## src/rtl/alu_operand_ctrl_if.sv

```systemverilog
// Operand/result bundle between the ALU control stage,
// its bus master and the combinational ALU.
interface alu_operand_ctrl_if;
  logic [3:0] data_in;
  logic       load_a;
  logic       load_b;
  logic [2:0] func_in;
  logic       go;
  logic       acc_en;
  logic [7:0] alu_result;
  logic [3:0] a_out;
  logic [3:0] b_out;
  logic [2:0] func_out;
  logic [7:0] result_reg;
  logic       busy;
  logic       done;
  logic       err;
  logic [7:0] op_count;

  modport master (
    output data_in, load_a, load_b,
    output func_in, go, acc_en,
    output alu_result,
    input  a_out, b_out, func_out,
    input  result_reg, busy, done,
    input  err, op_count
  );

  modport slave (
    input  data_in, load_a, load_b,
    input  func_in, go, acc_en,
    input  alu_result,
    output a_out, b_out, func_out,
    output result_reg, busy, done,
    output err, op_count
  );
endinterface

```

## src/rtl/alu_operand_ctrl.sv

```systemverilog
// Operand capture, settle window and result
// register around the 4-bit ALU.
module alu_operand_ctrl #(
  parameter int unsigned SETTLE_CYCLES = 2
) (
  input  logic clk,
  input  logic reset_n,
  alu_operand_ctrl_if.slave bus
);

  typedef enum logic {
    IDLE  = 1'b0,
    ISSUE = 1'b1
  } state_t;

  localparam logic [3:0] LAST =
    4'(SETTLE_CYCLES - 1);

  state_t     state;
  state_t     state_nx;
  logic       la_q, lb_q, go_q;
  logic       la_rise, lb_rise, go_rise;
  logic       ld_a, ld_b, start, capture;
  logic [3:0] cnt;
  logic       last;

  logic [3:0] a_r, b_r;
  logic [2:0] func_r;
  logic [7:0] res_r, cnt_ops;
  logic       busy_r, done_r, err_r;

  assign la_rise = bus.load_a & ~la_q;
  assign lb_rise = bus.load_b & ~lb_q;
  assign go_rise = bus.go & ~go_q;
  assign last    = (cnt == LAST);

  // history tracks inputs in every state so
  // edges seen while busy are dropped, not queued
  always_ff @(posedge clk or negedge reset_n) begin
    if (!reset_n) begin
      la_q <= 1'b0;
      lb_q <= 1'b0;
      go_q <= 1'b0;
    end else begin
      la_q <= bus.load_a;
      lb_q <= bus.load_b;
      go_q <= bus.go;
    end
  end

  always_ff @(posedge clk or negedge reset_n) begin
    if (!reset_n) state <= IDLE;
    else          state <= state_nx;
  end

  always_comb begin
    state_nx = state;
    unique case (state)
      IDLE:    if (go_rise) state_nx = ISSUE;
      ISSUE:   if (last)    state_nx = IDLE;
      default: state_nx = IDLE;
    endcase
  end

  always_comb begin
    ld_a    = 1'b0;
    ld_b    = 1'b0;
    start   = 1'b0;
    capture = 1'b0;
    unique case (state)
      IDLE: begin
        ld_a  = la_rise;
        ld_b  = lb_rise;
        start = go_rise;
      end
      ISSUE:   capture = last;
      default: ;
    endcase
  end

  always_ff @(posedge clk or negedge reset_n) begin
    if (!reset_n) begin
      a_r     <= '0;
      b_r     <= '0;
      func_r  <= '0;
      err_r   <= 1'b0;
      cnt     <= '0;
      busy_r  <= 1'b0;
      done_r  <= 1'b0;
      res_r   <= '0;
      cnt_ops <= '0;
    end else begin
      done_r <= capture;
      if (ld_a) a_r <= bus.data_in;
      // accumulate feedback wins over a load_b edge
      if (start && bus.acc_en)
        b_r <= res_r[3:0];
      else if (ld_b)
        b_r <= bus.data_in;
      if (start) begin
        func_r <= bus.func_in;
        err_r  <= (bus.func_in >= 3'b110);
        cnt    <= '0;
        busy_r <= 1'b1;
      end else if (state == ISSUE) begin
        cnt <= cnt + 4'd1;
      end
      if (capture) begin
        res_r   <= bus.alu_result;
        busy_r  <= 1'b0;
        cnt_ops <= cnt_ops + 8'd1;
      end
    end
  end

  assign bus.a_out      = a_r;
  assign bus.b_out      = b_r;
  assign bus.func_out   = func_r;
  assign bus.result_reg = res_r;
  assign bus.busy       = busy_r;
  assign bus.done       = done_r;
  assign bus.err        = err_r;
  assign bus.op_count   = cnt_ops;

endmodule

```

## src/flat_wrapper.sv

```systemverilog
// flat-port wrapper written by rule: the top's interface ports become plain ports
module alu_operand_ctrl_flat 
#(
  parameter int unsigned SETTLE_CYCLES = 2
)
  (clk, reset_n, bus_data_in, bus_load_a, bus_load_b, bus_func_in, bus_go, bus_acc_en, bus_alu_result, bus_a_out, bus_b_out, bus_func_out, bus_result_reg, bus_busy, bus_done, bus_err, bus_op_count);
  alu_operand_ctrl_if bus_i ();
  input  logic clk;
  input  logic reset_n;
  input wire logic [$bits(bus_i.data_in)-1:0] bus_data_in;
  input wire logic [$bits(bus_i.load_a)-1:0] bus_load_a;
  input wire logic [$bits(bus_i.load_b)-1:0] bus_load_b;
  input wire logic [$bits(bus_i.func_in)-1:0] bus_func_in;
  input wire logic [$bits(bus_i.go)-1:0] bus_go;
  input wire logic [$bits(bus_i.acc_en)-1:0] bus_acc_en;
  input wire logic [$bits(bus_i.alu_result)-1:0] bus_alu_result;
  output wire logic [$bits(bus_i.a_out)-1:0] bus_a_out;
  output wire logic [$bits(bus_i.b_out)-1:0] bus_b_out;
  output wire logic [$bits(bus_i.func_out)-1:0] bus_func_out;
  output wire logic [$bits(bus_i.result_reg)-1:0] bus_result_reg;
  output wire logic [$bits(bus_i.busy)-1:0] bus_busy;
  output wire logic [$bits(bus_i.done)-1:0] bus_done;
  output wire logic [$bits(bus_i.err)-1:0] bus_err;
  output wire logic [$bits(bus_i.op_count)-1:0] bus_op_count;
  assign bus_i.data_in = bus_data_in;
  assign bus_i.load_a = bus_load_a;
  assign bus_i.load_b = bus_load_b;
  assign bus_i.func_in = bus_func_in;
  assign bus_i.go = bus_go;
  assign bus_i.acc_en = bus_acc_en;
  assign bus_i.alu_result = bus_alu_result;
  assign bus_a_out = bus_i.a_out;
  assign bus_b_out = bus_i.b_out;
  assign bus_func_out = bus_i.func_out;
  assign bus_result_reg = bus_i.result_reg;
  assign bus_busy = bus_i.busy;
  assign bus_done = bus_i.done;
  assign bus_err = bus_i.err;
  assign bus_op_count = bus_i.op_count;
  alu_operand_ctrl #(.SETTLE_CYCLES(SETTLE_CYCLES)) u_core (.clk(clk), .reset_n(reset_n), .bus(bus_i));
endmodule
```

## config.mk

```make
export PLATFORM = sky130hd
export DESIGN_NAME = alu_operand_ctrl_flat
export DESIGN_NICKNAME = d
export VERILOG_FILES = /design/src/rtl/alu_operand_ctrl_if.sv /design/src/rtl/alu_operand_ctrl.sv /design/src/flat_wrapper.sv
export SDC_FILE = /design/constraint.sdc
export NUM_CORES = 1
export LEC_CHECK = 0
export ABC_AREA = 1
export CORE_UTILIZATION = 50
export CTS_BUF_LIST = sky130_fd_sc_hd__clkbuf_4 sky130_fd_sc_hd__clkbuf_8
export CTS_CLUSTER_SIZE = 20
export DETAILED_ROUTE_END_ITERATION = 16
export GPL_TIMING_DRIVEN = 0
export PLACE_DENSITY_LB_ADDON = 0.3
export SLEW_MARGIN = 10
export SYNTH_ARGS = -nofsm -noshare
export SYNTH_HDL_FRONTEND = slang
export SYNTH_SLANG_ARGS = --single-unit
```

## constraint.sdc

```tcl
create_clock -name clk -period 1.95 [get_ports clk]
set_clock_uncertainty 0.15 [all_clocks]
set_input_delay 0.195 -clock clk [delete_from_list [all_inputs] [get_ports clk]]
set_output_delay 0.195 -clock clk [all_outputs]
set_load 0.05 [all_outputs]
```

# == Yosys cells after proc, flatten, opt, wreduce, memory -nomap -nowiden ==
# Index checks and enable logic that the tools add are counted.
# totals
out_inout_bits,30
inputBits,21
register_bits,38
# classes
bitwise,7
reduce_logical,4
magnitude_cmp,1
n_mux,13
addsub,2
eq_ne,1
# ops
operator,n
$mux 4,4
$add 8x1->8 const B,1
$mux 1,8
$reduce_bool 2->1,3
$add 4x1->4 const B,1
$eq 4x1->1 const B,1
$not 1->1,4
$and 1x1->1,3
$ge 3x3->1 const B,1
$pmux 1 s2,1
$logic_and 1x1->1,1

# == Logic depth before layout (Yosys ltp) ==
# Gate-level depths: netlist (run 1).
# depth
ltp_word,5
ltp_mapped,7

# == Least setup slack after synthesis (run 1) ==
# No wires, ideal clock.
# synth_timing
kind,register to register
from,"reg u_core.cnt_ops[0], in the netlist u_core.bus.op_count[0]"
to,"reg u_core.cnt_ops[6], in the netlist u_core.bus.op_count[6]"
n_path_buf,0
required_ps,1680
arrival_time_ps,1273
setup_slack_ps,407
stages_incl_launch_ff,7
cell_sequence,dfrtp_1 -> ha_1 -> nand2_1 -> nor2_4 -> nand3_1 -> nand2_1 -> nand2_1
# synth_between
elab_chain_len,1
# synth_rtl
item,line,rtl
from (decl),alu_operand_ctrl.sv:29,"logic [7:0] res_r, cnt_ops;"
from (signal assigned),alu_operand_ctrl.sv:111,cnt_ops <= cnt_ops + 8'd1;
$add 8x1->8,alu_operand_ctrl.sv:111,
# Every way passes these cells.
# A chain may end at the register's enable or synchronous reset.

# == Worst setup path after layout (run 1) ==
# layout_timing
from,"reg u_core.func_r[1], in the netlist u_core.bus.func_out[1]"
to,out bus_func_out[1]
# layout_lines
item,line,rtl
from (decl),alu_operand_ctrl.sv:28,logic [2:0] func_r;
from (signal assigned),alu_operand_ctrl.sv:101,func_r <= bus.func_in;
to (decl),flat_wrapper.sv:19,output wire logic [$bits(bus_i.func_out)-1:0] bus_func_out;
# No word-level cell between the ends.

==> results.md, run 1 <==
* Global route overflow at 0
* CTS root buffer: sky130_fd_sc_hd__clkbuf_4
* Post-layout nets at 268
* Synthesis-to-layout area growth at 39.4%
* Initial DRC Count at 42
* Layout cells sized above 1 at 0.0939
* Worst slack, placed at 0.281 ns
* Detailed-route via count at 1,357
* Ordered list of cells on the worst path: clkdlybuf4s50_1
* Number of placement rows at 20
* Global placement routability congestion at 0.787
* Syn Nets at 209
* Number of inserted filler cells in the final layout at 254
* Tightest Pin Transition at 0.541 ns
* CP Capture Type: output pin
* Peak supply drop at 0.00125 V
* Antenna Diode Count at 0
* I/O pin total at 51
* Relative slew margins at 0.639
* Number of flip-flops and latches in the synthesized netlist at 38
* Total negative setup slack at 0 ns
* Leakage power summed over all cells at 0.00127 uW
* Most area-consuming cells after synthesis: sky130_fd_sc_hd__dfrtp_1, sky130_fd_sc_hd__nand2_1, sky130_fd_sc_hd__inv_1
* Dominant cell type by area after synthesis: sky130_fd_sc_hd__dfrtp_1
* Yosys warns at 0
* Total routing usage reported by global routing at 0.229
* Post-synthesis sequential area ratio at 0.569
* Half-perimeter wire length of the detailed placement result at 2.48 mm
* Setup repair after global routing missed its margin: no
* Worst setup slack after layout at 0.0638 ns
* Nature of the critical path startpoint: flip-flop
* Arrival @ worst endpoint at 1.54 ns
* Type of the setup path with the least slack: reg -> out
* Outcome: complete, no violations
* DR pass1 iterations at 4
* Clock Sink Count at 38
* Hold Crit Class: in -> async
* Number of nets with antenna violations after routing at 0
* Post-synth top area share at 0.569
* Required time at the worst-slack endpoint at 1.60 ns
* Global-route wire length before repair at 5.75 mm
* Non-filler instance count after layout at 289
* Total power at 3850 uW
* Delay of the slowest critical-path stage at 0.81 ns
* Setup violation total in the final timing report at 0
* WL/cell at 11.9 um
* Average footprint of a synthesized cell at 9.04 um^2
* Total buffers and inverters traversed by the critical path at 1
* Number of instances in the placed design at 280
* Clock Latency Late Sink at 0.36 ns
* Number of distinct library cells after synthesis at 26
* Final wirelength at 3.43 mm
* Number of clock buffers inserted by TritonCTS at 5
* Highest-count cells in the layout ignoring fill and taps: sky130_fd_sc_hd__nand2_1, sky130_fd_sc_hd__dfrtp_1, sky130_fd_sc_hd__clkdlybuf4s50_1, sky130_fd_sc_hd__inv_1
* Initial antenna violation count at 0
* Largest driver fanout on the critical path at 2
* Initial cell density of the core at 0.539
* Number of violations of the max-capacitance limit at 0
* Pins Over Slew Limit at 0
* Pwr dens at 1650 mW/mm^2
* Number of instances in the synthesized netlist at 185
* Vias in the first global route at 1,254
* Chip width at 59.8 um
* Pin count of the biggest net entering global routing at 29
* Largest buffer count on any clock path at 2
* Most frequent standard cell in the layout excluding fill and tap cells: sky130_fd_sc_hd__nand2_1
* Area inside the core boundary at 0.00310 mm^2
* Crit path max-delay family: buffers and inverters
* Hold Violations, Final at 0
* Count of buffers inserted at the top-level ports at 50
* Cell with the largest stage delay on the worst path: sky130_fd_sc_hd__clkdlybuf4s50_1
* Final worst path period need at 1.89 ns
* Total area of multi-input combinational cells at 616 um^2
* Synth Cell Area at 0.00167 mm^2
* Number of levels in the clock H-tree at 2
* Fraction of the core area covered by cells at the end of the flow at 0.751
* Height of the die at 59.8 um
* Remaining routing DRC violations at 0
* Clock-pin slew on the worst setup and hold paths at 0.11 ns
* Tcrit/Tclk final at 0.967
* Maximum achievable frequency at 530 MHz
* Sequential cell area at 951 um^2
* CTS tree: yes
* Via density per instance at 4.70
* Floorplan die area at 0.00358 mm^2
## final timing paths
check | start | to | slack, ns | cells past startpoint
hold reg to reg | u_core.bus.func_out[0] | u_core.bus.func_out[0] | 0.34 | 2
hold / removal | reset_n | u_core.bus.a_out[3] | 0.08 | 2
max in group asynchronous | reset_n | u_core.bus.b_out[0] | 1.14 | 3
setup / recovery | u_core.bus.func_out[1] | bus_func_out[1] | 0.06 | 1
setup reg to reg | u_core.cnt[1] | u_core.bus.op_count[6] | 0.53 | 7
min in group clk | bus_load_a | u_core.la_q | 0.17 | 1
## repair_timing
| action | in CTS | in global routing |
|---|---|---|
| setup buffers | 0 | 0 |
| hold buffers | 1 | 0 |
| endpoints found under the hold margin | 38 | 0 |
| resized for setup | 5 | 8 |
| endpoints found under the setup margin | 5 | 8 |
## cell type report
class                      instances  area share
multi-input combinational        125       0.264
timing repair buffer              52       0.231
buffer                             3      0.0145
clock inverter                     1     0.00215
clock buffer                       7      0.0252
sequential                        38       0.408
tap                               44      0.0236
inverter                          19      0.0306
## worst reg2reg max path: cells and delay by family, from the launching register on
family,cells,cell delay (ns)
fa+ha+maj,1,0.19
buf+inv,1,0.08
flops,1,0.41
simple gates,5,0.49
## layer usage
metal	vias to the layer above	part of all wire	wire length (um)	track usage
li1	698	-	-	-
met1	609	0.46	1560	0.296
met2	43	0.44	1520	0.330
met3	7	0.077	264	0.0931
met4	0	0.024	82	0.120
met5	-	0	0	0
## metrics by stage
stage | cell area [um^2] | hold slack (ns)
floorplan | 1670 | -0.251
global route | 2330 | 0.0864
CTS | 2310 | 0.0733
detailed placement | 2240 | -0.0681
finish | 2330 | 0.0834
global placement | 2230 | 0.311
## where the power goes
group	switching, uW	total, uW	leakage [uW]	internal, uW
registers	215	1310	0.000476	1090
logic	1400	2100	0.000754	694
clock network	257	446	0.0000387	189
total	1870	3850	0.00127	1970
## cell usage after synthesis, drive strengths merged
cell type	number
ha	3
xnor2	1
nand3b	2
nand2	71
o22ai	1
nand3	13
inv	19
a21oi	1
buf	3
nor3	3
nor2	14
xor2	2
dfrtp	38
and3	1
nand4	1
o21ai	12
## logic make-up (layout without fill, tap and decap cells)
kind of cell / after synthesis / in the layout / synth area share
flops: 38 / 38 / 0.569
simple gates: 105 / 105 / 0.285
fa+ha+maj: 3 / 3 / 0.0225
compound gates: 14 / 14 / 0.0449
xor+xnor: 3 / 3 / 0.0157
buf+inv: 22 / 82 / 0.0629
No activity file was read; power rests on OpenSTA's default activity.
==> inputs of run 2 (changes only) <==
--- a/config.mk
+++ b/config.mk
@@ -6,7 +6,9 @@
 export NUM_CORES = 1
 export LEC_CHECK = 0
 export ABC_AREA = 1
-export CORE_UTILIZATION = 50
+export CELL_PAD_IN_SITES_DETAIL_PLACEMENT = 0
+export CELL_PAD_IN_SITES_GLOBAL_PLACEMENT = 1
+export CORE_UTILIZATION = 38
 export CTS_BUF_LIST = sky130_fd_sc_hd__clkbuf_4 sky130_fd_sc_hd__clkbuf_8
 export CTS_CLUSTER_SIZE = 20
 export DETAILED_ROUTE_END_ITERATION = 16
==> run 2 against run 1 <==
Net effect:
- fmax down 0.24%
- flip-flop and latch count stayed put
- register-to-register slack is essentially flat
- combinational power barely moved
- worst setup slack got worse by 0.0046 ns
- total power is 4.0% higher
==> results.md, run 2 (synthesized netlist as in run 1, its figures left out) <==
* Remaining routing DRC violations at 0 (unchanged)
* Arrival @ worst endpoint at 1.55 ns (about the same)
* Detailed-route via count at 1,360 (+0.22%)
* Synthesis-to-layout area growth at 41.2%
* Global placement routability congestion at 0.724 (-8.0%)
* Highest-count cells in the layout ignoring fill and taps: sky130_fd_sc_hd__nand2_1, sky130_fd_sc_hd__clkdlybuf4s50_1, sky130_fd_sc_hd__dfrtp_1, sky130_fd_sc_hd__inv_1
* CTS tree: yes
* Maximum achievable frequency at 529 MHz (-0.24%)
* Crit path max-delay family: buffers and inverters
* Vias in the first global route at 1,285 (+2.5%)
* Pwr dens at 1700 mW/mm^2 (+2.7%)
* CP Capture Type: output pin
* Sum of routed wire segments on met1 at 1.61 mm (+2.8%)
* Floorplan die area at 0.00467 mm^2 (+30%)
* Relative slew margins at 0.653 (+0.0140)
* I/O pin total at 51 (unchanged)
* Detailed route wirelength on metal2 at 1.67 mm (+9.8%)
* Total routing usage reported by global routing at 0.177 (-0.0515)
* Gate power share at 0.531 (-0.014)
* Leakage power summed over all cells at 0.00119 uW (-6.2%)
* Pins Over Slew Limit at 0 (unchanged)
* Setup violation total in the final timing report at 0 (unchanged)
* Clock-pin slew on the worst setup and hold paths at 0.07 ns (-0.04 ns)
* Length in cells of the worst reg-to-reg path at 5 (-2)
* Hold Violations, Final at 0 (unchanged)
* Cell with the largest stage delay on the worst path: sky130_fd_sc_hd__clkdlybuf4s50_1
* Via density per instance at 4.61 (-1.8%)
* Top layer in use: met4
* Initial DRC Count at 100 (+140%)
* Internal reg-to-reg setup slack at 0.54 ns (about the same)
* Reg-to-Reg Start: u_core.state
* Number of clock buffers inserted by TritonCTS at 5 (unchanged)
* Sequential share of power at 0.328 (-0.011)
* Post-layout nets at 268 (unchanged)
* Number of violations of the max-capacitance limit at 0 (unchanged)
* Total buffers and inverters traversed by the critical path at 1 (unchanged)
* Nature of the critical path startpoint: flip-flop
* Required time at the worst-slack endpoint at 1.60 ns (about the same)
* Outcome: complete, no violations
* Clock Power Share at 0.142 (+0.026)
* Antenna Diode Count at 0 (unchanged)
* Layout cells sized above 1 at 0.0939 (unchanged)
* Initial cell density of the core at 0.406 (-0.133)
* Launching element of the worst setup path: u_core.bus.op_count[0]
* Detailed-routed wire length on met3 at 208 um (-21%)
* Tightest Pin Transition at 0.519 ns (-0.0217 ns)
* Tcrit/Tclk final at 0.970 (+0.00237)
* Largest driver fanout on the critical path at 4 (+2)
* Clock Latency Late Sink at 0.29 ns (-0.07 ns)
* Final wirelength at 3.54 mm (+3.2%)
* Half-perimeter wire length of the detailed placement result at 2.68 mm (+7.9%)
* Chip width at 68.3 um (+14%)
* Area inside the core boundary at 0.00412 mm^2 (+33%)
* Number of levels in the clock H-tree at 2 (unchanged)
* Ordered list of cells on the worst path: clkdlybuf4s50_1
* Switching power share of the total at 0.472 (-0.0146)
* End of the worst register-to-register path: u_core.bus.b_out[3]
* Most frequent standard cell in the layout excluding fill and tap cells: sky130_fd_sc_hd__nand2_1
* Total power at 4000 uW (+4.0%)
* Largest buffer count on any clock path at 2 (unchanged)
* CTS root buffer: sky130_fd_sc_hd__clkbuf_8
* Initial antenna violation count at 0 (unchanged)
* Global route overflow at 0 (unchanged)
* Switch Pwr at 1890 uW (+0.90%)
* Clock Sink Count at 38 (unchanged)
* Peak supply drop at 0.000859 V (-31%)
* Internal power contribution at 2110 uW (+7.0%)
* Final worst path period need at 1.89 ns (+0.00462 ns)
* Global-route wire length before repair at 5.84 mm (+1.7%)
* Pin count of the biggest net entering global routing at 30 (+3.4%)
* Count of buffers inserted at the top-level ports at 50 (unchanged)
* Type of the setup path with the least slack: reg -> out
* Number of nets with antenna violations after routing at 0 (unchanged)
* WL/cell at 12.0 um (+1.1%)
* Number of placement rows at 23 (+15%)
* Hold Crit Class: in -> async
* Height of the die at 68.3 um (+14%)
* DR pass1 iterations at 2 (-2)
* Area of all placed cells without fillers at 0.00236 mm^2 (+1.3%)
* Post-Place Cell Area at 0.00225 mm^2 (+0.33%)
* Delay of the slowest critical-path stage at 0.83 ns (+0.02 ns)
==> run 2: stage by stage <==
step | setup TNS, ns | util | worst slack, ns | cells | hold WS, ns
after CTS | 0 | 0.572 | 0.0400 | 295 | 0.137
after global placement | -14.83 | 0.543 | -0.393 | 285 | 0.308
after global routing | -0.0110 | 0.573 | -0.0110 | 295 | 0.179
after floorplan | 0 | - | 0.407 | 185 | -0.251
final | 0 | 0.573 | 0.0592 | 295 | 0.145
after detailed placement | 0 | 0.547 | 0.250 | 286 | -0.0730
==> run 2: per-layer routing <==
metal | track usage | vias up
met3 | 0.0717 | 7
met1 | 0.221 | 626
met5 | 0 | -
met2 | 0.272 | 32
met4 | 0.0703 | 0
li1 | - | 695
==> run 2: how the worst max path moves through the flow <==
stage,endpoint,cells after the start
2_1_floorplan,u_core.bus.op_count[6],6
3_3_place_gp,u_core.bus.b_out[2],1
3_5_place_dp,u_core.bus.b_out[3],6
4_1_cts,bus_op_count[4],1
5_1_grt,bus_op_count[2],1
6_report,bus_op_count[0],1
==> run 2: what timing repair did <==
item,in CTS,in global routing
endpoints found under the hold margin,38,0
hold buffers,1,0
setup buffers,0,0
resized for setup,0,2
setup endpoints to repair,0,2
==> run 2: layout make-up <==
cell class	count	area, um^2
fillers	374	1760
flip-flops and latches	38	951
multi-input cells	125	616
repair buffers	52	531
clock buffers	7	90.1
inverters	19	71.3
well taps	50	62.6
plain buffers	3	33.8
clock inverters	1	5.00
==> run 2: power by group through the flow <==
stage / Clock [uW] / Sequential [uW] / Combinational [uW]
2_1_floorplan: 0 / 2170 / 554
3_3_place_gp: 0 / 1310 / 2120
3_5_place_dp: 0 / 1320 / 2140
4_1_cts: 587 / 1320 / 2150
5_1_grt: 623 / 1350 / 2290
6_report: 567 / 1310 / 2120
==> inputs of run 3 (changes only) <==
--- a/config.mk
+++ b/config.mk
@@ -8,10 +8,11 @@
 export ABC_AREA = 1
 export CELL_PAD_IN_SITES_DETAIL_PLACEMENT = 0
 export CELL_PAD_IN_SITES_GLOBAL_PLACEMENT = 1
-export CORE_UTILIZATION = 38
+export CORE_UTILIZATION = 50
 export CTS_BUF_LIST = sky130_fd_sc_hd__clkbuf_4 sky130_fd_sc_hd__clkbuf_8
 export CTS_CLUSTER_SIZE = 20
 export DETAILED_ROUTE_END_ITERATION = 16
+export DONT_BUFFER_PORTS = 1
 export GPL_TIMING_DRIVEN = 0
 export PLACE_DENSITY_LB_ADDON = 0.3
 export SLEW_MARGIN = 10
==> run 3 against run 2 <==
Net effect:
- wire length decreased by 8.2%
- die area down 23%
- hold slack worse by 0.0081 ns
- count of clock-buffer cells in the layout unchanged
- worst setup slack gained 0.070 ns
- utilization rose by 8.5 points
==> results.md, run 3 (synthesized netlist as in run 1, its figures left out) <==
* Outcome: complete, no violations
* Clock-pin slew on the worst setup and hold paths at 0.11 ns (+0.04 ns)
* Maximum achievable frequency at 549 MHz (+3.8%)
* Pwr dens at 1660 mW/mm^2 (-2.0%)
* Total routing usage reported by global routing at 0.210 (+0.0327)
* Layout cells sized above 1 at 0.115 (+0.0208)
* Initial cell density of the core at 0.539 (+0.133)
* Area inside the core boundary at 0.00310 mm^2 (-25%)
* Height of the die at 59.8 um (-12%)
* CTS root buffer: sky130_fd_sc_hd__clkbuf_4
* Post-layout nets at 241 (-10%)
* Initial antenna violation count at 0 (unchanged)
* Remaining routing DRC violations at 0 (unchanged)
* Fraction of the core area covered by cells at the end of the flow at 0.658 (+0.0850)
* Vias in the first global route at 1,217 (-5.3%)
* Total power at 3400 uW (-15%)
* Smallest hold slack at 0.137 ns (-0.00814 ns)
* Half-perimeter wire length of the detailed placement result at 2.21 mm (-17%)
* Type of the setup path with the least slack: in -> reg
* Required time at the worst-slack endpoint at 2.08 ns (+0.48 ns)
* WL/cell at 12.4 um (+3.3%)
* Antenna Diode Count at 0 (unchanged)
* Number of placement rows at 20 (-13%)
* Via density per instance at 4.85 (+5.2%)
* Sequential cell area at 951 um^2 (unchanged)
* Arrival @ worst endpoint at 1.95 ns (+0.40 ns)
* Nature of the critical path startpoint: primary input
* Tcrit/Tclk final at 0.934 (-0.0357)
* Most frequent standard cell in the layout excluding fill and tap cells: sky130_fd_sc_hd__nand2_1
* Setup repair after global routing missed its margin: no
* Non-filler instance count after layout at 262 (-11%)
* Total negative setup slack at 0 ns (unchanged)
* DR pass1 iterations at 4 (+2)
* Tightest Pin Transition at 0.586 ns (+0.0667 ns)
* Largest buffer count on any clock path at 2 (unchanged)
* Hold Crit Class: in -> async
* Global route overflow at 0 (unchanged)
* Relative slew margins at 0.610 (-0.0434)
* CTS tree: yes
* Final wirelength at 3.25 mm (-8.2%)
* Number of inserted filler cells in the final layout at 275 (-26%)
* Clock Latency Late Sink at 0.34 ns (+0.05 ns)
* Final worst path period need at 1.82 ns (-0.0696 ns)
* Number of levels in the clock H-tree at 2 (unchanged)
* Total area of multi-input combinational cells at 616 um^2 (unchanged)
* Leakage power summed over all cells at 0.00105 uW (-12%)
* Global-route wire length before repair at 5.31 mm (-9.1%)
* Pin count of the biggest net entering global routing at 39 (+30%)
* Global placement routability congestion at 0.790 (+9.0%)
* Pins Over Slew Limit at 0 (unchanged)
* Highest-count cells in the layout ignoring fill and taps: sky130_fd_sc_hd__nand2_1, sky130_fd_sc_hd__dfrtp_1, sky130_fd_sc_hd__dlygate4sd3_1, sky130_fd_sc_hd__inv_1
* Detailed-route via count at 1,271 (-6.5%)
* Floorplan die area at 0.00358 mm^2 (-23%)
* Synthesis-to-layout area growth at 22.2%
* Number of clock buffers inserted by TritonCTS at 5 (unchanged)
* Number of nets with antenna violations after routing at 0 (unchanged)
* CP Capture Type: flip-flop
* Number of instances in the placed design at 229 (-20%)
* I/O pin total at 51 (unchanged)
* Peak supply drop at 0.000924 V (+7.7%)
* Initial DRC Count at 88 (-12%)
* Count of buffers inserted at the top-level ports at 0 (-100%)
* Chip width at 59.8 um (-12%)
* Largest driver fanout on the critical path at 4 (unchanged)
* Number of violations of the max-capacitance limit at 0 (unchanged)
* Hold Violations, Final at 0 (unchanged)
* Clock Sink Count at 38 (unchanged)
* Setup violation total in the final timing report at 0 (unchanged)
run 3: cell count changes in the layout (fill, tap and decap cells not counted):
cell,delta
sky130_fd_sc_hd__dlymetal6s2s_1,-2
sky130_fd_sc_hd__clkbuf_4,+5
sky130_fd_sc_hd__clkdlybuf4s50_1,-47
sky130_fd_sc_hd__clkbuf_8,-5
sky130_fd_sc_hd__dlygate4sd3_1,+20
sky130_fd_sc_hd__buf_2,-1
sky130_fd_sc_hd__buf_4,+3
run 3: final timing paths:
check / startpoint / to / slack, ns / cells past startpoint
worst max-delay path: bus_go / u_core.bus.err / 0.13 / 6
worst min-delay path: reset_n / u_core.cnt[3] / 0.14 / 2
worst max register to register: u_core.state / u_core.bus.err / 0.21 / 5
worst min register to register: u_core.cnt[3] / u_core.cnt[3] / 0.37 / 1
max in group asynchronous: reset_n / u_core.bus.result_reg[6] / 1.32 / 2
min in group clk: bus_load_a / u_core.la_q / 0.29 / 1
run 3: through the flow:
step / setup slack (ns) / area (um^2)
final: 0.129 / 2040
after floorplan: 0.407 / 1670
after detailed placement: 0.271 / 1730
after CTS: 0.0497 / 2020
after global routing: 0.0513 / 2040
after global placement: 0.302 / 1730
run 3: final cells by class:
class / instances / share of cell area
multi-input cells: 125 / 0.301
clock inverters: 1 / 0.00245
repair buffers: 25 / 0.124
flip-flops and latches: 38 / 0.465
clock buffers: 7 / 0.0288
well taps: 44 / 0.0269
inverters: 19 / 0.0349
plain buffers: 3 / 0.0165
run 3: repair_timing:
item / in CTS / in global routing
gates resized for setup: 0 / 0
endpoints found under the hold margin: 65 / 0
buffers inserted: 0 / 3
hold buffers: 22 / 0
endpoints found under the setup margin: 0 / 1
run 3: power by group:
group	switching, uW	leakage, uW	internal (uW)
Combinational	408	0.000538	325
Sequential	1150	0.000476	1070
Clock	248	0.0000387	189
run 3: worst max-delay path, cell delays in order:
cell,delay (ns)
sky130_fd_sc_hd__dlygate4sd3_1,0.62
sky130_fd_sc_hd__inv_1,0.11
sky130_fd_sc_hd__nor3_4,0.22
sky130_fd_sc_hd__nand2_1,0.13
sky130_fd_sc_hd__o21ai_2,0.13
sky130_fd_sc_hd__dlygate4sd3_1,0.55
run 3: routing by layer:
metal  up-vias  track usage  routed length (um)
li1        643            -                   -
met1       584        0.236                1350
met2        37        0.341                1630
met3         7       0.0671                 194
met4         0        0.140                  72
met5         -            0                   0
